<file path="src/rtl/coord_mem_loader.sv">
// Write master for the X/Y coordinate memories: accepts (x, y) pairs and writes them at a
// shared sequential address. Optional per-entry readback check under LOADER_READBACK_VERIFY_EN.
module coord_mem_loader #(
  parameter int unsigned ADDR_W     = 8,
  parameter int unsigned DATA_W     = 8,
  parameter int unsigned DEPTH      = 256,
  parameter int unsigned MEM_ID_W   = 3,
  parameter int unsigned X_MEM_ID   = 0,
  parameter int unsigned Y_MEM_ID   = 1,
  parameter int unsigned RD_LATENCY = 2
) (
  input  logic                         clk,
  input  logic                         reset_n,
  input  logic                         coord_valid,
  output logic                         coord_ready,
  input  logic [DATA_W-1:0]            x_in,
  input  logic [DATA_W-1:0]            y_in,
  input  logic                         finish,
  output logic [MEM_ID_W-1:0]          mem_id,
  output logic [ADDR_W-1:0]            address,
  output logic [DATA_W-1:0]            data,
  output logic                         wren,
  input  logic [DATA_W-1:0]            mem_q,
  output logic [$clog2(DEPTH+1)-1:0]   count,
  output logic                         full,
  output logic                         done,
  output logic                         error
);

  localparam int unsigned CNT_W = $clog2(DEPTH + 1);
  localparam logic [MEM_ID_W-1:0] X_ID = MEM_ID_W'(X_MEM_ID);
  localparam logic [MEM_ID_W-1:0] Y_ID = MEM_ID_W'(Y_MEM_ID);

`ifdef LOADER_READBACK_VERIFY_EN
  typedef enum logic [2:0] {StIdle, StWrX, StWrY, StRdX, StRdY, StCommit, StDone} state_t;
`else
  typedef enum logic [2:0] {StIdle, StWrX, StWrY, StCommit, StDone} state_t;
`endif

  state_t            state_q, state_d;
  logic [DATA_W-1:0] x_lat_q, x_lat_d;
  logic [DATA_W-1:0] y_lat_q, y_lat_d;
  logic [CNT_W-1:0]  count_q, count_d;
  logic              full_q, full_d;
  logic              finish_pend_q, finish_pend_d;
  logic              accept;

`ifdef LOADER_READBACK_VERIFY_EN
  localparam int unsigned RD_CNT_W = (RD_LATENCY > 0) ? $clog2(RD_LATENCY + 1) : 1;
  logic [RD_CNT_W-1:0] rd_cnt_q, rd_cnt_d;
  logic                error_q, error_d;
  logic                rd_last;

  // mem_q reflects the RD address only after RD_LATENCY cycles: compare on the last one
  assign rd_last = (rd_cnt_q == RD_CNT_W'(RD_LATENCY));
  assign error   = error_q;

  always_ff @(posedge clk) begin
    if (!reset_n) begin
      rd_cnt_q <= '0;
      error_q  <= 1'b0;
    end else begin
      rd_cnt_q <= rd_cnt_d;
      error_q  <= error_d;
    end
  end
`else
  logic unused_sig;
  assign unused_sig = ^mem_q ^ (RD_LATENCY != 0);
  assign error      = 1'b0;
`endif

  assign coord_ready = (state_q == StIdle) & ~full_q & ~finish_pend_q;
  assign accept      = coord_valid & coord_ready;
  assign count       = count_q;
  assign full        = full_q;
  assign done        = (state_q == StDone);

  always_comb begin
    state_d       = state_q;
    x_lat_d       = x_lat_q;
    y_lat_d       = y_lat_q;
    count_d       = count_q;
    full_d        = full_q;
    finish_pend_d = finish_pend_q;
`ifdef LOADER_READBACK_VERIFY_EN
    rd_cnt_d      = rd_cnt_q;
    error_d       = error_q;
`endif

    // A finish that cannot be acted on right now is remembered until the entry completes
    if (finish && (state_q != StDone) && ((state_q != StIdle) || accept)) begin
      finish_pend_d = 1'b1;
    end

    unique case (state_q)
      StIdle: begin
        if (accept) begin
          x_lat_d = x_in;
          y_lat_d = y_in;
          state_d = StWrX;
        end else if (finish || finish_pend_q) begin
          state_d = StDone;
        end
      end
      StWrX: state_d = StWrY;
`ifdef LOADER_READBACK_VERIFY_EN
      StWrY: begin
        rd_cnt_d = '0;
        state_d  = StRdX;
      end
      StRdX: begin
        if (rd_last) begin
          if (mem_q != x_lat_q) error_d = 1'b1;
          rd_cnt_d = '0;
          state_d  = StRdY;
        end else begin
          rd_cnt_d = rd_cnt_q + 1'b1;
        end
      end
      StRdY: begin
        if (rd_last) begin
          if (mem_q != y_lat_q) error_d = 1'b1;
          rd_cnt_d = '0;
          state_d  = StCommit;
        end else begin
          rd_cnt_d = rd_cnt_q + 1'b1;
        end
      end
`else
      StWrY: state_d = StCommit;
`endif
      StCommit: begin
        count_d = count_q + 1'b1;
        full_d  = ((count_q + 1'b1) == CNT_W'(DEPTH));
        state_d = StIdle;
      end
      StDone:  state_d = StDone;
      default: state_d = StIdle;
    endcase
  end

  always_comb begin
    wren    = 1'b0;
    mem_id  = X_ID;
    address = ADDR_W'(count_q);
    data    = '0;
    unique case (state_q)
      StWrX: begin
        wren = 1'b1;
        data = x_lat_q;
      end
      StWrY: begin
        wren   = 1'b1;
        mem_id = Y_ID;
        data   = y_lat_q;
      end
`ifdef LOADER_READBACK_VERIFY_EN
      StRdY: mem_id = Y_ID;
`endif
      default: ;
    endcase
  end

  always_ff @(posedge clk) begin
    if (!reset_n) begin
      state_q       <= StIdle;
      x_lat_q       <= '0;
      y_lat_q       <= '0;
      count_q       <= '0;
      full_q        <= 1'b0;
      finish_pend_q <= 1'b0;
    end else begin
      state_q       <= state_d;
      x_lat_q       <= x_lat_d;
      y_lat_q       <= y_lat_d;
      count_q       <= count_d;
      full_q        <= full_d;
      finish_pend_q <= finish_pend_d;
    end
  end

endmodule
</file>
<file path="config.mk">
export PLATFORM = sky130hd
export DESIGN_NAME = coord_mem_loader
export DESIGN_NICKNAME = d
export VERILOG_FILES = /design/src/rtl/coord_mem_loader.sv
export SDC_FILE = /design/constraint.sdc
export NUM_CORES = 1
export LEC_CHECK = 0
export BUFFER_PORTS_ARGS = -buffer_cell sky130_fd_sc_hd__buf_4
export CELL_PAD_IN_SITES_DETAIL_PLACEMENT = 1
export CELL_PAD_IN_SITES_GLOBAL_PLACEMENT = 2
export CORE_ASPECT_RATIO = 0.7
export CORE_MARGIN = 3
export CORE_UTILIZATION = 30
export CTS_BUF_LIST = sky130_fd_sc_hd__clkbuf_8
export CTS_CLUSTER_SIZE = 8
export DETAILED_ROUTE_END_ITERATION = 6
export GPL_TIMING_DRIVEN = 0
export PLACE_DENSITY_LB_ADDON = 0.1
export SLEW_MARGIN = 20
export SYNTH_ARGS = -nofsm -noshare
export SYNTH_HDL_FRONTEND = slang
export SYNTH_SLANG_ARGS = --single-unit
</file>
<file path="constraint.sdc">
create_clock -name clk -period 3.5 [get_ports clk]
set_input_delay 0.525 -clock clk [delete_from_list [all_inputs] [get_ports clk]]
set_output_delay 0.525 -clock clk [all_outputs]
set_load 0.005 [all_outputs]
</file>
== Word-level counts from Yosys, hierarchy flattened ==
Cells that the tools add are included.
Storage, ports and cells
  bits in registers: 30
  input port bits: 28
Operators by class
  $add $sub $neg: 1
  eq/ne operators: 7
  muxes and demuxes: 6
  bitwise operators: 5
  reductions and logical operators: 8
Operators with widths (number)
  8-bit one-hot mux with 2 select lines: 1
  3-bit one-hot mux with 4 select lines: 1
  9-bit by 1-bit adder with 9-bit output, second input constant: 1
  9-bit equality test, second input constant: 1
  3-bit by 2-bit equality test with 1-bit output, second input constant: 2
  3-bit 2-to-1 mux: 2
  1-bit AND: 3
  3-bit by 1-bit equality test with 1-bit output, second input constant: 1
  3-bit equality test, second input constant: 1
  3-bit zero test: 1
  3-bit by 2-bit inequality test with 1-bit output, second input constant: 1
  3-bit inequality test, second input constant: 1
  3-bit nonzero test: 1
  1-bit logical AND: 2
  1-bit logical OR: 2
  1-bit 2-to-1 mux: 2
  1-bit NOT: 2
  2-bit AND reduction: 1
  2-bit OR reduction: 1

== Longest topological paths before layout ==
Gate-level depths: netlist (run 1).
  word-level depth: 6
  gate-level depth with buffers: 6
  mapped depth without buffers: 5

== Least setup slack after synthesis (run 1) ==
Ideal clock, no wire load.
  path type: input port to flip-flop
  from: in coord_valid
  to: reg x_lat_q[0]
  library setup time: 0.118 ns
  arrival time: 1.698 ns
  required time: 3.382 ns
  setup slack: 1.684 ns
  cell stages on the path: 6
  buffers on the path: 2
  path through: or4b_4 or3_1 buf_6 buf_12 nand2_2 a21boi_2
Between the ends
  word-level cells in the longest chain between the ends: 2
Ends and longest elaborated chain
  start: declaration: RTL line 14  | input logic coord_valid,
  1-bit AND: RTL line 74  | assign accept = coord_valid & coord_ready;
  2-bit AND reduction (no source line)
  end signal: assignment: RTL line 175  | x_lat_q <= x_lat_d;
  end: declaration: RTL line 41  | logic [DATA_W-1:0] x_lat_q, x_lat_d;
No other way between the ends.
A chain may end at the register's enable or synchronous reset.

== Worst setup path after layout (run 1) ==
  from: reg state_q[1]
  to: out data[5]
Between the ends
  word-level cells in the longest chain between the ends: 2
  elaborated cells between the ends (all ways): 3
  classes of those cells: eq/ne (2); mux (1)
Ends and longest elaborated chain
  start: declaration: RTL line 40  | state_t state_q, state_d;
  start signal: assignment: RTL line 167  | state_q <= StIdle;
  start signal: assignment: RTL line 174  | state_q <= state_d;
  3-bit by 2-bit equality test with 1-bit output / 3-bit by 1-bit equality test with 1-bit output (equally long branches): RTL line 148  | unique case (state_q)
  8-bit one-hot mux with 2 select lines *: RTL line 148
  end: declaration: RTL line 21  | output logic [DATA_W-1:0] data,
Every way passes the cells marked *; elsewhere a longest branch is shown, timed or not.

==> results.sh, run 1 <==
export IMPL_grt_max_degree=11
export IMPL_cts_tree="yes"
export IMPL_synth_edf_count=0
export IMPL_cts_htree_levels=2
export IMPL_powerDensity_nw_per_um2=433
export IMPL_die_h_um=66.6
export IMPL_status="complete, no violations"
export IMPL_fp_dieW_um=92.5
export IMPL_path_class="reg2out"
export IMPL_rsz0062_at_grt="no"
export IMPL_finalMaxSlewViolations=0
export IMPL_synth_common_cells="dfxtp_1, nand2_1, nor2_1, buf_4"
export IMPL_cp_max_fo=10
export IMPL_hold_path_end="y_lat_q[3]"
export IMPL_drt_iter0_markers=57
export IMPL_p_total_w=0.000924
export IMPL_drive_gt1_frac=0.379
export IMPL_cap_violations=0
export IMPL_finalSetupViolations=0
export IMPL_period_needed_ps=2440
export IMPL_synth_largest_area_cell="dfxtp_1"
export IMPL_dieArea_um2=6160
export IMPL_grt_use_total=0.149
export IMPL_hp_class="reg2reg"
export IMPL_rows=21
export IMPL_required_ps=2970
export IMPL_ir_drop_uv=151
export IMPL_seq_area_frac_synth=0.382
export IMPL_ys_seq_elements=30
export IMPL_fmax_mhz=409
export IMPL_routed_wl_um=4370
export IMPL_drt_pass1_iterations=4
export IMPL_final_nets=271
export IMPL_ys_warn_count=0
export IMPL_place_worst_setup_slack_ps=1340
export IMPL_synthTopCellsByArea="dfxtp_1, a21boi_2, nand2_1"
export IMPL_fillers=618
export IMPL_cts_root_buf="clkbuf_8"
export IMPL_fin_ws_ps=1060
export IMPL_end_kind="output port"
export IMPL_routedWlPerCell_um=14.0
export IMPL_grt_pass1_vias=1405
export IMPL_clock_latency_ps=280
export IMPL_worstHoldStart="y_lat_q[3]"
export IMPL_grt_first_pass_wirelength_um=7070
export IMPL_ys_async_sr_fraction=0
export IMPL_core_area_um2=4910
export IMPL_r2r_start="full"
export IMPL_post_drt_via_cell_ratio=4.62
export IMPL_finalHoldViolations=0
export IMPL_r2r_end="y_lat_q[3]"
export IMPL_cts_sinks=30
export IMPL_cts_buffers_inserted=5
export IMPL_place_hpwl_um=3430
export IMPL_gr_total_overflow=0
export IMPL_leakage_nw=0.936
export IMPL_synth_area_um2=1570
export IMPL_num_vias=1442
export IMPL_synth_most_common_cell="dfxtp_1"
export IMPL_tightest_slew_ps=575
export IMPL_ant_nets=0
export IMPL_antenna_found_initial=0
export IMPL_io_pins=61
export IMPL_post_route_drc_count=0
export IMPL_fin_util=0.435
export IMPL_hold_buffers=0
export IMPL_place_congestion=0.739
export IMPL_synth_top_area_share=0.382
export IMPL_whs_path_depth=2
export IMPL_r2r_setup_slack_ps=1690
export IMPL_synth_avg_cell_area_um2=8.49
export IMPL_setup_tns_ps=0
export IMPL_hold_ws_ps=463
export IMPL_critPathArrivalTime_ps=1920
export IMPL_port_buffer_count=48
export IMPL_worstSetupStartpointType="flip-flop"
export IMPL_initial_core_util=0.320
export IMPL_clkTransAtPathRegs_ps=60
export IMPL_cts_setup_buffers=0
export IMPL_antenna_cells=0
export IMPL_ys_types=36
export IMPL_rr_worst_depth=5
export IMPL_skew_ps=2.70
export IMPL_cts_buffer_depth=2
export IMPL_period_share=0.698
export IMPL_synth_cells=185
export IMPL_synth_ff_type="dfxtp_1"
export IMPL_area_growth_pct=35.9
export IMPL_cts_resized=0
export IMPL_slew_headroom=0.617
-- layout make-up --
class | instances | area (µm²) | area share
Buffer | 23 | 155 | 0.0726
Inverter | 1 | 3.75 | 0.00176
Multi-Input combinational cell | 133 | 820 | 0.384
Clock buffer | 8 | 110 | 0.0516
Sequential cell | 30 | 601 | 0.281
Timing Repair Buffer | 48 | 360 | 0.169
Tap cell | 69 | 86.3 | 0.0404
-- cell families (layout without fill, tap and decap cells) --
logic type	after synthesis	after routing	synth area share
fa+ha+maj	1	1	0.00796
flops	30	30	0.382
other cells	1	3	0.00239
compound gates	35	35	0.183
xor+xnor	7	7	0.0390
buf+inv	24	80	0.101
simple gates	87	87	0.284
-- cells in the final DEF, fill, tap and decap left out, types with 9 or more instances in the layout --
cell type / synthesis / final
buf_4: 12 / 60
nand2_2: 10 / 10
nor2_1: 15 / 15
a21boi_2: 10 / 10
nand2_1: 29 / 29
clkbuf_1: 9 / 9
dfxtp_1: 30 / 30
-- state kept, by name (all words and copies together), names as in the netlist --
name and flops:
count 9, finish_pend_q 1, full 1, state_q 3, x_lat_q 8, y_lat_q 8
-- worst max-delay path, stage by stage, from the launching register on --
cell      delay [ps]
dfxtp_1          310
clkbuf_1         350
nor2b_1          180
clkbuf_1         350
a22oi_1          160
nor2_1           150
buf_4            130
-- where the power goes --
part	switching (W)	leakage (nW)	internal, W
combinational	0.000120	0.634	0.0000947
clock	0.000125	0.0575	0.000198
sequential	0.0000166	0.244	0.000369
-- per-layer routing --
metal	wire [µm]	global-route usage
met1	2190	0.204
met2	1850	0.220
met3	292	0.0463
met4	40	0.0500
met5	0	0
-- how the worst max path moves through the flow --
stage | from | slack [ps] | to | depth (start not counted)
final | state_q[1] | 1060 | data[5] | 6
after global routing | state_q[1] | 850 | data[5] | 6
after CTS | state_q[1] | 1020 | data[5] | 6
after detailed placement | state_q[1] | 1340 | data[5] | 6
after global placement | state_q[1] | 1400 | data[5] | 6
after floorplan | coord_valid | 1680 | x_lat_q[0] | 6
-- metrics by stage --
step | std cells | instance area [µm²]
6_report | 312 | 2140
5_1_grt | 312 | 2140
4_1_cts | 312 | 2140
3_5_place_dp | 304 | 2030
3_3_place_gp | 304 | 2030
2_1_floorplan | 187 | 1580
(Power assumes the default switching activity.)
==> run 2: changes to the inputs <==
--- a/config.mk
+++ b/config.mk
@@ -10,7 +10,7 @@
 export CELL_PAD_IN_SITES_GLOBAL_PLACEMENT = 2
 export CORE_ASPECT_RATIO = 0.7
 export CORE_MARGIN = 3
-export CORE_UTILIZATION = 30
+export CORE_UTILIZATION = 28
 export CTS_BUF_LIST = sky130_fd_sc_hd__clkbuf_8
 export CTS_CLUSTER_SIZE = 8
 export DETAILED_ROUTE_END_ITERATION = 6
==> constraint.sdc (replaced) <==
create_clock -name clk -period 2.5 [get_ports clk]
set_input_delay 0.375 -clock clk [delete_from_list [all_inputs] [get_ports clk]]
set_output_delay 0.375 -clock clk [all_outputs]
set_load 0.005 [all_outputs]
==> run 2 against run 1 <==
Cell area shrank 0.64%. Critical path depth is the same. Non-clock buffer count unchanged. Final cell count rose by 0.96%. Clock skew barely moved. Sequential share of layout area increased by 0.18 points. Routed wire length decreased by 5.9%. Combinational power increased by 39%. Count of clock-buffer cells in the layout is 2 lower. Via count decreased by 3.2%.
==> results.sh, run 2 (synthesis results as in run 1) <==
export IMPL_status="complete, no violations"
export IMPL_area_growth_pct=35.0
export IMPL_gr_total_overflow=0
export IMPL_initial_core_util=0.294
export IMPL_fmax_mhz=446
export IMPL_grt_pass1_vias=1348
export IMPL_routed_wl_um=4110
export IMPL_cp_num_buf_inv=3
export IMPL_period_share=0.897
export IMPL_crit_slowest_cell="clkbuf_1"
export IMPL_drive_gt1_frac=0.379
export IMPL_leakage_nw=0.934
export IMPL_cts_sinks=30
export IMPL_final_nets=271
export IMPL_cts_tree="yes"
export IMPL_largest_register_ffs=9
export IMPL_rows=22
export IMPL_worstSetupStartpointType="flip-flop"
export IMPL_hp_class="in2reg"
export IMPL_powerDensity_nw_per_um2=581
export IMPL_antenna_found_initial=0
export IMPL_cap_violations=0
export IMPL_critPathArrivalTime_ps=1870
export IMPL_grt_first_pass_wirelength_um=6710
export IMPL_cts_buffer_depth=2
export IMPL_post_drt_via_cell_ratio=4.43
export IMPL_post_route_drc_count=0
export IMPL_grt_max_degree=11
export IMPL_core_area_um2=5340
export IMPL_io_pins=61
export IMPL_layout_common_cells="buf_4, dfxtp_1, nand2_1"
export IMPL_cts_htree_levels=2
export IMPL_grt_use_total=0.135
export IMPL_clkTransAtPathRegs_ps=60
export IMPL_setup_tns_ps=0
export IMPL_cts_root_buf="clkbuf_8"
export IMPL_end_kind="output port"
export IMPL_period_needed_ps=2240
export IMPL_fin_util=0.397
export IMPL_required_ps=2120
export IMPL_finalMaxSlewViolations=0
export IMPL_finalSetupViolations=0
export IMPL_skew_ps=2.57
export IMPL_clock_latency_ps=270
export IMPL_dieArea_um2=6560
export IMPL_ir_drop_uv=267
export IMPL_place_hpwl_um=3060
export IMPL_path_cells="clkbuf_1 -> nor2b_1 -> clkbuf_1 -> a22oi_1 -> nor2_1 -> buf_4"
export IMPL_ant_nets=0
export IMPL_fp_dieW_um=95.5
export IMPL_cpMostUsedCell="clkbuf_1"
export IMPL_cts_setup_buffers=0
export IMPL_crit_family="buffers and inverters"
export IMPL_path_class="reg2out"
export IMPL_port_buffer_count=48
export IMPL_die_h_um=68.7
export IMPL_drt_iter0_markers=41
export IMPL_num_vias=1396
export IMPL_cts_buffers_inserted=5
export IMPL_drt_pass1_iterations=3
export IMPL_layout_commonest_cell="buf_4"
export IMPL_critical_path_max_stage_delay_ps=360
export IMPL_cp_max_fo=10
export IMPL_routedWlPerCell_um=13.1
export IMPL_rsz0062_at_grt="no"
export IMPL_place_congestion=0.741
export IMPL_antenna_cells=0
export IMPL_finalHoldViolations=0
==> run 2: changes by cell type in the layout (fill, tap and decap cells not counted) <==
cell	previous run	this run
clkbuf_2	0	1
clkinv_2	0	1
inv_1	1	2
clkbuf_8	8	6
clkbuf_1	9	8
==> run 2: routing by layer <==
metal / vias up / part of all wire / GRT usage
li1: 722 / - / -
met1: 631 / 0.54 / 0.202
met2: 38 / 0.39 / 0.188
met3: 5 / 0.059 / 0.0336
met4: 0 / 0.013 / 0.0426
met5: - / 0 / 0
==> run 2: report_power, final <==
group          leakage, nW  internal, W  total [W]  switching [W]
registers            0.244     0.000517   0.000538      0.0000213
clock network       0.0524     0.000218   0.000397       0.000180
logic                0.638     0.000133   0.000298       0.000165
==> run 2: per-stage QoR <==
step	setup WS [ps]	cell area, µm²	hold slack (ps)	std cells	total power (W)
floorplan	818	1580	441	187	0.000743
global placement	515	2030	449	307	0.000854
detailed placement	518	2030	452	307	0.000854
CTS	162	2120	341	315	0.00126
global route	9.01	2120	342	315	0.00132
finish	258	2120	350	315	0.00123
==> run 2: repair_timing <==
| item | CTS | global route |
|---|---|---|
| resized for setup | 0 | 2 |
| hold buffers | 0 | 0 |
| setup endpoints to repair | 0 | 7 |
==> run 2: path summary, 6_finish.rpt <==
path / startpoint / end / slack [ps] / depth (start not counted)
worst max-delay path: state_q[0] / data[6] / 260 / 6
worst min-delay path: x_in[0] / x_lat_q[0] / 350 / 3
worst max register to register: full / y_lat_q[6] / 720 / 6
worst min register to register: x_lat_q[0] / x_lat_q[0] / 460 / 2
==> run 2: area by class of cell <==
| type | instances | area (µm²) |
|---|---|---|
| fillers | 683 | 3220 |
| flip-flops and latches | 30 | 601 |
| clock inverters | 2 | 8.76 |
| repair buffers | 48 | 360 |
| plain buffers | 23 | 156 |
| well taps | 72 | 90.1 |
| multi-input cells | 133 | 820 |
| clock buffers | 6 | 82.6 |
| inverters | 1 | 3.75 |
==> run 2: worst register-to-register path: stages, from the launching register on <==
cell and delay (ps):
dfxtp_1 350, or4b_4 560, or3_1 340, buf_6 150, buf_12 150, nand2_2 70, a21boi_2 50
==> run 3: changes to the inputs <==
--- a/config.mk
+++ b/config.mk
@@ -5,12 +5,13 @@
 export SDC_FILE = /design/constraint.sdc
 export NUM_CORES = 1
 export LEC_CHECK = 0
+export ABC_AREA = 1
 export BUFFER_PORTS_ARGS = -buffer_cell sky130_fd_sc_hd__buf_4
 export CELL_PAD_IN_SITES_DETAIL_PLACEMENT = 1
 export CELL_PAD_IN_SITES_GLOBAL_PLACEMENT = 2
 export CORE_ASPECT_RATIO = 0.7
 export CORE_MARGIN = 3
-export CORE_UTILIZATION = 28
+export CORE_UTILIZATION = 26
 export CTS_BUF_LIST = sky130_fd_sc_hd__clkbuf_8
 export CTS_CLUSTER_SIZE = 8
 export DETAILED_ROUTE_END_ITERATION = 6
==> constraint.sdc (replaced) <==
create_clock -name clk -period 2.1 [get_ports clk]
set_input_delay 0.315 -clock clk [delete_from_list [all_inputs] [get_ports clk]]
set_output_delay 0.315 -clock clk [all_outputs]
set_load 0.005 [all_outputs]
==> run 3 against run 2 <==
Core utilization is 1.7 points lower. Area after synthesis is 5.3% lower. Cell area is 3.4% lower. Critical endpoint is now data[5]. Largest power group unchanged.
==> results.sh, run 3 <==
export IMPL_routedWlPerCell_um=12.5
export IMPL_io_pins=61
export IMPL_synth_top_area_share=0.404
export IMPL_rr_worst_depth=7
export IMPL_ys_warn_count=0
export IMPL_cts_tree="yes"
export IMPL_largest_register_ffs=9
export IMPL_post_drt_via_cell_ratio=4.27
export IMPL_layout_common_cells="buf_4, nand2_1, nor2_1, dfxtp_1, o21ai_0"
export IMPL_ys_seq_elements=30
export IMPL_dieArea_um2=6680
export IMPL_post_dp_cell_area_um2=1950
export IMPL_routed_wl_met3_um=205
export IMPL_cts_buffers_inserted=5
export IMPL_finalMaxSlewViolations=0
export IMPL_finalSetupViolations=0
export IMPL_synthTopCellsByArea="dfxtp_1, o21ai_0, nand2_1"
export IMPL_synth_avg_cell_area_um2=7.12
export IMPL_critical_path_max_stage_delay_ps=380
export IMPL_end_kind="output port"
export IMPL_fillers=713
export IMPL_synth_ff_type="dfxtp_1"
export IMPL_rows=22
export IMPL_cp_num_buf_inv=2
export IMPL_seq_area_frac_synth=0.404
export IMPL_path_cells="inv_2 -> nand3_1 -> o21ai_0 -> buf_4"
export IMPL_period_share=0.879
export IMPL_initial_core_util=0.276
export IMPL_synth_common_cells="nand2_1, dfxtp_1, nor2_1, o21ai_0, inv_1"
export IMPL_cts_buffer_depth=2
export IMPL_area_growth_pct=37.8
export IMPL_grt_use_total=0.134
export IMPL_setup_tns_ps=0
export IMPL_synth_largest_area_cell="dfxtp_1"
export IMPL_fin_area_um2=2050
export IMPL_m1WireLength_um=2310
export IMPL_drt_iter0_markers=43
export IMPL_drt_pass1_iterations=4
export IMPL_layout_commonest_cell="buf_4"
export IMPL_cts_root_buf="clkbuf_8"
export IMPL_cts_htree_levels=2
export IMPL_cts_sinks=30
export IMPL_met2RoutedLength_um=1700
export IMPL_num_vias=1452
export IMPL_synth_top_family_by_area="simple AND/OR/NAND/NOR gates"
export IMPL_gr_total_overflow=0
export IMPL_routed_wl_um=4240
export IMPL_port_buffer_count=49
export IMPL_crit_family="flip-flops"
export IMPL_synth_edf_count=0
export IMPL_hp_class="in2reg"
export IMPL_synth_compound_area_frac=0.182
export IMPL_critPathArrivalTime_ps=1530
export IMPL_synth_xor_area_frac=0.00589
export IMPL_grt_max_degree=11
export IMPL_leakage_nw=0.958
export IMPL_path_class="reg2out"
export IMPL_status="complete, no violations"
export IMPL_grt_pass1_vias=1369
export IMPL_synth_most_common_cell="nand2_1"
export IMPL_multi_input_area_um2=663
export IMPL_ys_types=24
export IMPL_rsz0062_at_grt="no"
export IMPL_finalHoldViolations=0
export IMPL_powerDensity_nw_per_um2=851
export IMPL_ir_drop_uv=241
export IMPL_cp_max_fo=10
export IMPL_synth_adder_area_share=0.00841
export IMPL_skew_ps=6.26
export IMPL_fmax_mhz=542
export IMPL_drive_gt1_frac=0.302
export IMPL_clock_latency_ps=280
export IMPL_final_nets=296
export IMPL_period_needed_ps=1850
export IMPL_cap_violations=0
export IMPL_core_area_um2=5400
export IMPL_synthMuxAreaShare=0
export IMPL_synth_area_um2=1490
export IMPL_synth_cells=209
export IMPL_clkTransAtPathRegs_ps=70
export IMPL_regArea_um2=601
export IMPL_post_route_drc_count=0
export IMPL_die_h_um=69.3
export IMPL_hold_buffers=0
export IMPL_path_depth=4
export IMPL_synthSimpleGateAreaFrac=0.238
export IMPL_required_ps=1780
export IMPL_crit_slowest_cell="dfxtp_1"
export IMPL_worstSetupStartpointType="flip-flop"
export IMPL_top_layer="met4"
export IMPL_whs_path_depth=3
export IMPL_fp_dieW_um=96.4
export IMPL_p_total_w=0.00175
export IMPL_place_congestion=0.708
export IMPL_antenna_found_initial=0
export IMPL_grt_first_pass_wirelength_um=6960
export IMPL_ys_async_sr_fraction=0
export IMPL_place_hpwl_um=3320
export IMPL_antenna_cells=0
export IMPL_ant_nets=0
==> run 3: changes by cell type in the layout (fill, tap and decap cells not counted), sizes merged, moves of 6 or more <==
| cell | delta |
|---|---|
| and2 | -8 |
| inv | +27 |
| a21boi | -18 |
| o21ai | +29 |
| a22oi | -8 |
| nor2 | +16 |
| clkbuf | -8 |
| xor2 | -6 |
| nand2 | -6 |
| a21oi | +18 |
==> run 3: path summary, 6_finish.rpt <==
check | start | slack (ps) | endpoint
min | y_in[4] | 270 | y_lat_q[4]
max reg2reg | count[1] | 540 | full
min reg2reg | x_lat_q[1] | 450 | x_lat_q[1]
max | state_q[2] | 250 | data[5]
==> run 3: timing repair <==
action,in CTS,in global routing
buffers inserted,0,0
resized for setup,0,1
setup endpoints to repair,0,2
==> run 3: where the power goes <==
| group | switching (W) | total (W) | internal, W |
|---|---|---|---|
| Combinational | 0.000301 | 0.000530 | 0.000229 |
| Sequential | 0.0000661 | 0.000739 | 0.000673 |
| Clock | 0.000217 | 0.000477 | 0.000259 |
==> run 3: stage by stage <==
stage / util / setup slack [ps] / cells / hold WS [ps]
5_1_grt: 0.380 / 127 / 340 / 271
3_5_place_dp: 0.362 / 409 / 332 / 446
3_3_place_gp: 0.362 / 324 / 332 / 442
4_1_cts: 0.379 / 98.3 / 340 / 266
2_1_floorplan: - / 795 / 211 / 424
6_report: 0.380 / 255 / 340 / 267
==> run 3: layout make-up <==
class / instances / share of cell area
Buffer: 16 / 0.0604
Clock buffer: 6 / 0.0403
Clock inverter: 2 / 0.00427
Inverter: 29 / 0.0555
Multi-Input combinational cell: 136 / 0.323
Sequential cell: 30 / 0.293
Tap cell: 72 / 0.0439
Timing Repair Buffer: 49 / 0.179
==> run 3: cell families after synthesis <==
logic type	after synthesis
AOI/OAI and AO/OA	53
xor gates and xnor gates	1
adders and majority gates	1
buffers and inverters	45
DFF	30
other	1
and+or+nand+nor	78
==> run 3: metal layers <==
layer | track usage | up-vias
met5 | 0 | -
met4 | 0.0373 | 0
met3 | 0.0401 | 2
met2 | 0.176 | 31
met1 | 0.208 | 645
li1 | - | 774
==> run 3: worst register-to-register path: cells and delay by family (launching register included) <==
family          cells  cell delay (ps)
compound gates      2              250
fa+ha+maj           1              240
flops               1              410
simple gates        4              600
